<file path="config.mk">
export PLATFORM = sky130hd
export DESIGN_NAME = fifo_apb_drain_flat
export DESIGN_NICKNAME = d
export VERILOG_FILES = /design/src/rtl/fifo_apb_drain_if.sv /design/src/rtl/fifo_apb_drain.sv /design/src/flat_wrapper.sv
export SDC_FILE = /design/constraint.sdc
export NUM_CORES = 1
export LEC_CHECK = 0
export CAP_MARGIN = 25
export CORE_AREA = 2 2 120 122
export DETAILED_ROUTE_END_ITERATION = 10
export DIE_AREA = 0 0 122 124
export SLEW_MARGIN = 20
export SYNTH_ARGS = -nofsm -noshare
export SYNTH_HDL_FRONTEND = slang
export SYNTH_SLANG_ARGS = --single-unit
</file>
<file path="constraint.sdc">
create_clock -name clk -period 3.5 [get_ports clk]
set_input_delay 1.05 -clock clk [delete_from_list [all_inputs] [get_ports clk]]
set_output_delay 1.05 -clock clk [all_outputs]
set_load 0.02 [all_outputs]
</file>
<file path="src/rtl/fifo_apb_drain_if.sv">
// APB requester-side bus bundle for fifo_apb_drain.
// The master modport is the drain engine, the slave modport is the APB completer.
interface fifo_apb_drain_if #(
    parameter int ADDR_W = 32
) ();
    logic              psel;
    logic              penable;
    logic              pwrite;
    logic [ADDR_W-1:0] paddr;
    logic [31:0]       pwdata;
    logic              pready;
    logic              pslverr;

    modport master (
        output psel, penable, pwrite, paddr, pwdata,
        input  pready, pslverr
    );

    modport slave (
        input  psel, penable, pwrite, paddr, pwdata,
        output pready, pslverr
    );
endinterface

</file>
<file path="src/rtl/fifo_apb_drain.sv">
// fifo_apb_drain: pops len_i words from an 8-deep FIFO and writes each one
// over APB to base_addr_i, base_addr_i+ADDR_STEP, ... (wrapping).
// Optional feature macro: APB_DRAIN_ABORT_ON_ERR_EN -- when defined, a slave
// error ends the burst at once and leaves the remaining words in the FIFO.
// Note: rst_n is asynchronous and active-HIGH despite its name.
module fifo_apb_drain #(
    parameter int ADDR_W    = 32,
    parameter int ADDR_STEP = 4
) (
    input  logic              clk,
    input  logic              rst_n,
    // control agent
    input  logic              start_i,
    input  logic [ADDR_W-1:0] base_addr_i,
    input  logic [7:0]        len_i,
    output logic              busy_o,
    output logic              done_o,
    output logic              err_o,
    // FIFO read side
    input  logic              fifo_empty_i,
    output logic              fifo_rd_en_o,
    input  logic [31:0]       fifo_data_i,
    // APB requester
    fifo_apb_drain_if.master  apb
);

`ifdef APB_DRAIN_ABORT_ON_ERR_EN
    localparam bit ABORT_ON_ERR = 1'b1;
`else
    localparam bit ABORT_ON_ERR = 1'b0;
`endif

    typedef enum logic [2:0] {
        IDLE,
        POP,
        LOAD,
        SETUP,
        ACCESS,
        DONE
    } state_t;

    state_t            state_q;
    logic [ADDR_W-1:0] addr_q;
    logic [7:0]        remaining_q;
    logic [31:0]       pwdata_q;
    logic              psel_q;
    logic              penable_q;
    logic              pwrite_q;
    logic              busy_q;
    logic              done_q;
    logic              err_q;

    // The pop strobe must follow the empty flag in the same cycle, so it is
    // the one output that is decoded from state rather than registered.
    assign fifo_rd_en_o = (state_q == POP) && !fifo_empty_i;

    assign busy_o      = busy_q;
    assign done_o      = done_q;
    assign err_o       = err_q;
    assign apb.psel    = psel_q;
    assign apb.penable = penable_q;
    assign apb.pwrite  = pwrite_q;
    assign apb.paddr   = addr_q;
    assign apb.pwdata  = pwdata_q;

    // Burst FSM with registered outputs; outputs are set for the state being entered.
    // NOTE: every register here uses <= so all of them sample pre-edge values.
    always_ff @(posedge clk or posedge rst_n) begin
        if (rst_n) begin
            state_q     <= IDLE;
            addr_q      <= '0;
            remaining_q <= '0;
            pwdata_q    <= '0;
            psel_q      <= 1'b0;
            penable_q   <= 1'b0;
            pwrite_q    <= 1'b0;
            busy_q      <= 1'b0;
            done_q      <= 1'b0;
            err_q       <= 1'b0;
        end else begin
            done_q <= 1'b0;
            case (state_q)
                IDLE: begin
                    if (start_i) begin
                        err_q  <= 1'b0;
                        busy_q <= 1'b1;
                        if (len_i != 8'd0) begin
                            addr_q      <= base_addr_i;
                            remaining_q <= len_i;
                            state_q     <= POP;
                        end else begin
                            done_q  <= 1'b1;
                            state_q <= DONE;
                        end
                    end
                end
                POP: begin
                    if (!fifo_empty_i) begin
                        state_q <= LOAD;
                    end
                end
                LOAD: begin
                    // FIFO read data is valid the cycle after the pop.
                    pwdata_q <= fifo_data_i;
                    psel_q   <= 1'b1;
                    pwrite_q <= 1'b1;
                    state_q  <= SETUP;
                end
                SETUP: begin
                    penable_q <= 1'b1;
                    state_q   <= ACCESS;
                end
                ACCESS: begin
                    if (apb.pready) begin
                        err_q       <= err_q | apb.pslverr;
                        addr_q      <= addr_q + ADDR_W'(ADDR_STEP);
                        remaining_q <= remaining_q - 8'd1;
                        psel_q      <= 1'b0;
                        penable_q   <= 1'b0;
                        pwrite_q    <= 1'b0;
                        if ((remaining_q == 8'd1) || (ABORT_ON_ERR && apb.pslverr)) begin
                            done_q  <= 1'b1;
                            state_q <= DONE;
                        end else begin
                            state_q <= POP;
                        end
                    end
                end
                DONE: begin
                    busy_q  <= 1'b0;
                    state_q <= IDLE;
                end
                default: begin
                    psel_q    <= 1'b0;
                    penable_q <= 1'b0;
                    pwrite_q  <= 1'b0;
                    busy_q    <= 1'b0;
                    state_q   <= IDLE;
                end
            endcase
        end
    end

endmodule

</file>
<file path="src/flat_wrapper.sv">
// flat-port wrapper written by rule: the top's interface ports become plain ports
module fifo_apb_drain_flat 
#(
    parameter int ADDR_W    = 32,
    parameter int ADDR_STEP = 4
)
  (clk, rst_n, start_i, base_addr_i, len_i, busy_o, done_o, err_o, fifo_empty_i, fifo_rd_en_o, fifo_data_i, apb_psel, apb_penable, apb_pwrite, apb_paddr, apb_pwdata, apb_pready, apb_pslverr);
  fifo_apb_drain_if #(.ADDR_W(ADDR_W)) apb_i ();
  input  logic clk;
  input  logic rst_n;
  input  logic start_i;
  input  logic [ADDR_W-1:0] base_addr_i;
  input  logic [7:0] len_i;
  output logic busy_o;
  output logic done_o;
  output logic err_o;
  input  logic fifo_empty_i;
  output logic fifo_rd_en_o;
  input  logic [31:0] fifo_data_i;
  output wire logic [$bits(apb_i.psel)-1:0] apb_psel;
  output wire logic [$bits(apb_i.penable)-1:0] apb_penable;
  output wire logic [$bits(apb_i.pwrite)-1:0] apb_pwrite;
  output wire logic [$bits(apb_i.paddr)-1:0] apb_paddr;
  output wire logic [$bits(apb_i.pwdata)-1:0] apb_pwdata;
  input wire logic [$bits(apb_i.pready)-1:0] apb_pready;
  input wire logic [$bits(apb_i.pslverr)-1:0] apb_pslverr;
  assign apb_psel = apb_i.psel;
  assign apb_penable = apb_i.penable;
  assign apb_pwrite = apb_i.pwrite;
  assign apb_paddr = apb_i.paddr;
  assign apb_pwdata = apb_i.pwdata;
  assign apb_i.pready = apb_pready;
  assign apb_i.pslverr = apb_pslverr;
  fifo_apb_drain #(.ADDR_W(ADDR_W), .ADDR_STEP(ADDR_STEP)) u_core (.clk(clk), .rst_n(rst_n), .start_i(start_i), .base_addr_i(base_addr_i), .len_i(len_i), .busy_o(busy_o), .done_o(done_o), .err_o(err_o), .fifo_empty_i(fifo_empty_i), .fifo_rd_en_o(fifo_rd_en_o), .fifo_data_i(fifo_data_i), .apb(apb_i));
endmodule
</file>
# == After elaboration in Yosys (flattened, before gate mapping) ==
# Index checks and enable logic that the tools add are counted.
# word_totals
wordCells,66
out_inout_bits,71
in_bits,78
ff_bits,80
# op_classes
bitwise_logic,4
n_addsub,2
n_reduce_logical,14
eq_ne,10
n_mux,27
# op_table
operator,n
$mux 32,3
$pmux 32 s2,1
$add 32x3->32 const B,1
$mux 8,3
$pmux 8 s2,1
$mux 3,5
$pmux 3 s5,1
$reduce_or 4->1,3
$eq 8x1->1 const B,1
$mux 1,8
$reduce_bool 8->1,1
$sub 8x1->8 const B,1
$eq 3x2->1 const B,2
$eq 3x3->1 const B,2
$ne 2x2->1 const B,3
$pmux 1 s2,3
$pmux 1 s3,2
$reduce_and 2->1,3
$reduce_and 3->1,2
$reduce_and 4->1,1
$eq 3x1->1 const B,1
$logic_not 3->1,1
$not 1->1,3
$ne 2x1->1 const B,1
other kinds (4),4

# == Logic depth before layout (Yosys ltp) ==
# Gate-level depths: netlist of the first run.
# depth
word_depth,4
depth_mapped,7
ltp_nobuf,7

# == Worst setup path before layout of the first run ==
# Ideal clock, no wire load.
# synth_timing
path_type,input-to-output
startpoint,input fifo_empty_i
endpoint,output fifo_rd_en_o
path_slack_ns,0.787
arrival_ns,1.663
cell_stages,2
n_path_buf,0
required_ns,2.450
path_cell_list,or3_1 -> nor2_1
# synth_between
elab_chain_len,2
# synth_lines
element,line_no,rtl
from (decl),flat_wrapper.sv:17,input logic fifo_empty_i;
$logic_not 1->1,fifo_apb_drain.sv:55,assign fifo_rd_en_o = (state_q == POP) && !fifo_empty_i;
$logic_and 1x1->1,fifo_apb_drain.sv:55,
to (decl),flat_wrapper.sv:18,output logic fifo_rd_en_o;
# No other way between the ends.

# == Worst setup path after layout of the first run ==
# Same ends and word-level chain as after synthesis.

==> results of run 1 <==
-- cell families after synthesis --
kind of cell | count (synthesis) | share of synthesized area
DFF | 80 | 0.4890
buffers and inverters | 39 | 0.04034
muxes | 35 | 0.09597
AOI/OAI and AO/OA | 143 | 0.2127
adders and majority gates | 3 | 0.009170
and+or+nand+nor | 125 | 0.1528
-- state kept, by name, summed over array words and instances, names as in the netlist --
name,count
u_core.apb.paddr,32
u_core.apb.penable,1
u_core.apb.psel,1
u_core.apb.pwdata,32
u_core.busy_o,1
u_core.done_o,1
u_core.err_o,1
u_core.remaining_q,8
u_core.state_q,3
-- cells in the mapped netlist, drive strengths merged, types with 6 or more instances --
master	instances	share of area
inv	10	0.0092
o22ai	11	0.017
mux2	34	0.094
a21oi	54	0.066
dfrtp	80	0.49
nand2	32	0.029
nor3	7	0.0086
o21ai	33	0.041
a2bb2oi	8	0.017
nor2	29	0.027
clkbuf	25	0.025
a31oi	6	0.0092
nor4	9	0.014
nand3	16	0.021
nand4	9	0.014
-- worst max-delay path by stage --
stage | from | slack (ns) | to | cells past startpoint
5_1_grt | fifo_empty_i | 0.15 | fifo_rd_en_o | 4
6_report | fifo_empty_i | 0.21 | fifo_rd_en_o | 4
3_3_place_gp | fifo_empty_i | -0.07 | fifo_rd_en_o | 4
4_1_cts | fifo_empty_i | 0.21 | fifo_rd_en_o | 4
2_1_floorplan | rst_n | 0.40 | u_core.apb.paddr[0]$_DFFE_PP0P_ | 1
3_5_place_dp | fifo_empty_i | -0.05 | fifo_rd_en_o | 4
-- power groups by stage --
stage	Combinational [W]	Clock, W	Sequential, W
global route	0.00297	0.00109	0.00189
finish	0.00277	0.00103	0.00182
global placement	0.00273	0	0.00181
CTS	0.00279	0.00106	0.00182
floorplan	0.00115	0	0.00219
detailed placement	0.00278	0	0.00182
-- stage by stage --
stage	cell area, um2	std cells	TNS (ns)
2_1_floorplan	4094	425	0
3_3_place_gp	5789	735	-0.07059
3_5_place_dp	5789	735	-0.05373
4_1_cts	6107	751	0
5_1_grt	6107	751	0
6_report	6107	751	0
-- cells in the final DEF (no fill, tap or decap), types with 5 or more instances in the layout --
master,synthesis,routed
sky130_fd_sc_hd__mux2_2,34,34
sky130_fd_sc_hd__nor3_1,7,6
sky130_fd_sc_hd__o22ai_1,11,11
sky130_fd_sc_hd__nor2_1,29,28
sky130_fd_sc_hd__a31oi_1,6,6
sky130_fd_sc_hd__a21oi_1,54,54
sky130_fd_sc_hd__nand4_1,9,9
sky130_fd_sc_hd__clkbuf_16,0,9
sky130_fd_sc_hd__nor4_1,9,9
sky130_fd_sc_hd__nand2b_1,5,5
sky130_fd_sc_hd__a2bb2oi_1,8,8
sky130_fd_sc_hd__inv_1,10,9
sky130_fd_sc_hd__dfrtp_1,80,80
sky130_fd_sc_hd__o21ai_0,32,32
sky130_fd_sc_hd__clkdlybuf4s50_1,0,147
sky130_fd_sc_hd__nand2_1,32,32
sky130_fd_sc_hd__buf_4,2,9
sky130_fd_sc_hd__o211ai_1,5,5
sky130_fd_sc_hd__nand3_1,15,15
-- per-layer routing --
metal	global-route usage	vias up
met5	0	-
met4	0.08836	0
met3	0.02839	19
met2	0.2790	139
met1	0.2265	2009
li1	-	1876
-- timing repair --
item	4_1_cts	5_1_grt
gates resized for setup	1	0
endpoints found under the setup margin	1	0
buffers inserted	0	0
-- layout make-up --
type,instances,area (um2)
inverter,10,38.79
clock inverter,7,93.84
multi-input combinational,306,1934
timing repair buffer,159,1588
sequential,80,2002
tap,180,225.2
clock buffer,9,225.2
fill,1331,7612
==> metrics.sh, run 1 <==
POST_SYNTHESIS_AREA_PER_INSTANCE_UM2=9.633
CP_SLOWEST_CELL='sky130_fd_sc_hd__clkdlybuf4s50_1'
LAYOUT-DRIVE-GT1-SHARE=0.1243
DIE_SPAN_X_UM=122
NUMBER_OF_GLOBAL_ROUTE_VIAS_BEFORE_REPAIR=3872
CLOCK_TREE_FROM_TRITONCTS='built'
TIMING.FINAL.SETUP_VIOLATIONS=0
POWER.STATIC_LEAKAGE_nW=2.348
P_TOTAL_W=0.005609
TIMING.CLOCK.SKEW_NS=0.005676
DIE_AREA_UM2=15130
R2R_SETUP_SLACK_NS=1.09
FINISH.UTILIZATION=0.4451
PLACEMENT.SETUP.WORST_SLACK_NS=-0.05373
CLOCK_INSERTION_DELAY_AT_THE_LATER_PIN_OF_THE_SKEW_REPORT_NS=0.35
VDD_DROP_MAX_V=0.0003822
FINALCRITICALPERIOD_NS=3.292
FIN_CRIT_SHARE=0.9404
DESIGN.PORTCOUNT=149
WORST_MARGIN_PIN_SLEW_NS=0.7632
ROUTE.ANTENNA.REMAINING_NETS=0
CTS.SINK_COUNT=80
NNETSFINAL=647
PATH_BUF_INV=2
DRV_CAP=0
PLACEABLE_CORE_REGION_UM2=13720
HOLD-PATH-ENDPOINT='u_core.apb.pwdata[11]$_DFFE_PP0P_'
SYNTH-SEQ-CELLS=80
ARRIVAL_NS=2.24
CLOCK_PATH_BUFFERS=2
GRT_PASS1_WL_MM=20.26
SYN-NUM-NETS=506
CLK_ROOT_BUFFER_CELL='sky130_fd_sc_hd__clkbuf_16'
TIMING_WORST_SETUP_PATH_TYPE='primary input to output pin'
GRT.OVERFLOW.TOTAL=0
UNREPAIRED_SETUP_ENDPOINTS_AFTER_GLOBAL_ROUTING='no'
ROUTED.TOP_LAYER='met4'
GR-USAGE-ALL-LAYERS=0.1737
GP_ROUTABILITY_CONGESTION=0.8349
PLACE.DETAILED.HPWL_MM=9.292
NUMBER_OF_BUFFERS_ADDED_BY_THE_CLOCK_TREE_SYNTHESIS_STEP=9
ROUTE.MET2.WL_MM=6.608
TIMING.FINAL.WS_SETUP_NS=0.2085
YOSYSWARNINGS=0
HOLD_BUFFERS=0
SYNTH.CELL_AREA_UM2=4094
NUMBER_OF_ENABLE_TYPE_REGISTER_CELLS_IN_THE_SYNTHESIZED_NETLIST=0
PATH_MAX_FANOUT=2
STARTPOINT_TYPE='primary input'
CTS_MAX_LEVEL=3
ROWS=43
YOSYS_MOST_USED_DFF='sky130_fd_sc_hd__dfrtp_1'
FLOORPLAN.DIE.HEIGHT_UM=124
M1WIRELENGTH_MM=5.461
DETAILEDROUTE.FIRSTPASSITERATIONCOUNT=5
POWER_REPORT.INTERNAL_TOTAL_W=0.003350
CRITPATHTOPFAMILY='buffers and inverters'
HOLD-PATH-CELL-COUNT=1
CELLPOWERDENSITY_nW_PER_UM2=918.4
ANTENNA_CELLS=0
FINAL-HOLD-VIOLATION-COUNT=0
PORTION_OF_TOTAL_POWER_ATTRIBUTED_TO_COMBINATIONAL_LOGIC=0.493
AREA_ADDED_BETWEEN_SYNTHESIS_AND_FINISH_PCT=49.17
SYNTHCELLS=425
NUMBER_OF_ANTENNA_VIOLATIONS_AT_THE_FIRST_CHECK_IN_GLOBAL_ROUTING=0
YS_ASYNC_SR_FRACTION=1.000
POWER.SWITCHING_W=0.002259
HOLD_START='u_core.apb.pwdata[11]$_DFFE_PP0P_'
PORT_BUFFERS=148
DETAIL_ROUTE.WIRELENGTH_MM=13.03
OUTCOME='complete, no violations'
SYNTH_CELL_TYPE_COUNT=49
POWER.SHARE.CLOCK=0.183
WL_MET3_UM=648
ACHIEVABLE-FREQUENCY_MHz=303.8
YS_SEQ_AREA_FRAC=0.4890
CP_CELL_SEQUENCE='clkdlybuf4s50_1 -> or3_1 -> nor2_1 -> dlygate4sd2_1'
REG2REG_DEPTH=6
SLEW-LIMIT-HEADROOM=0.4906
GRT_MAX_DEGREE=58
DRV_SLEW=0
DETAIL_ROUTE.DRC_VIOLATIONS=0
INITIAL_UTIL=0.2984
CRITPATHCAPTURETYPE='output pin'
TIMING.HOLD.WS_NS=0.5033
POWER_SWITCHING_SHARE=0.4027
ROUTE.DETAILED.VIAS_PER_INST=5.383
DRT_INITIAL_VIOLATIONS=285
DRT-WIRELENGTH-PER-CELL_UM=17.35
CRITPATHREQUIREDTIME_NS=2.45
TIMING.RR.START='u_core.apb.paddr[2]$_DFFE_PP0P_'
CRIT_PATH_MAX_INCR_DELAY_NS=0.42
SHARE_SEQ_OF_TOTAL_POWER=0.324
WORST_SETUP_HOLD_PATH_CLK_SLEW_NS=0.06
DR_TOTAL_VIAS=4043
HOLDCRITPATHCLASS='flip-flop to flip-flop'
REGTOREGENDPOINT='u_core.apb.paddr[30]$_DFFE_PP0P_'
Power figures use the tool's default switching activity.
==> run 2: changes to the inputs <==
--- a/config.mk
+++ b/config.mk
@@ -5,10 +5,10 @@
 export SDC_FILE = /design/constraint.sdc
 export NUM_CORES = 1
 export LEC_CHECK = 0
-export CAP_MARGIN = 25
 export CORE_AREA = 2 2 120 122
 export DETAILED_ROUTE_END_ITERATION = 10
 export DIE_AREA = 0 0 122 124
+export GPL_ROUTABILITY_DRIVEN = 0
 export SLEW_MARGIN = 20
 export SYNTH_ARGS = -nofsm -noshare
 export SYNTH_HDL_FRONTEND = slang
==> results of run 2 <==
Same layout as run 1: the final DEF is identical, and so are final timing and power.
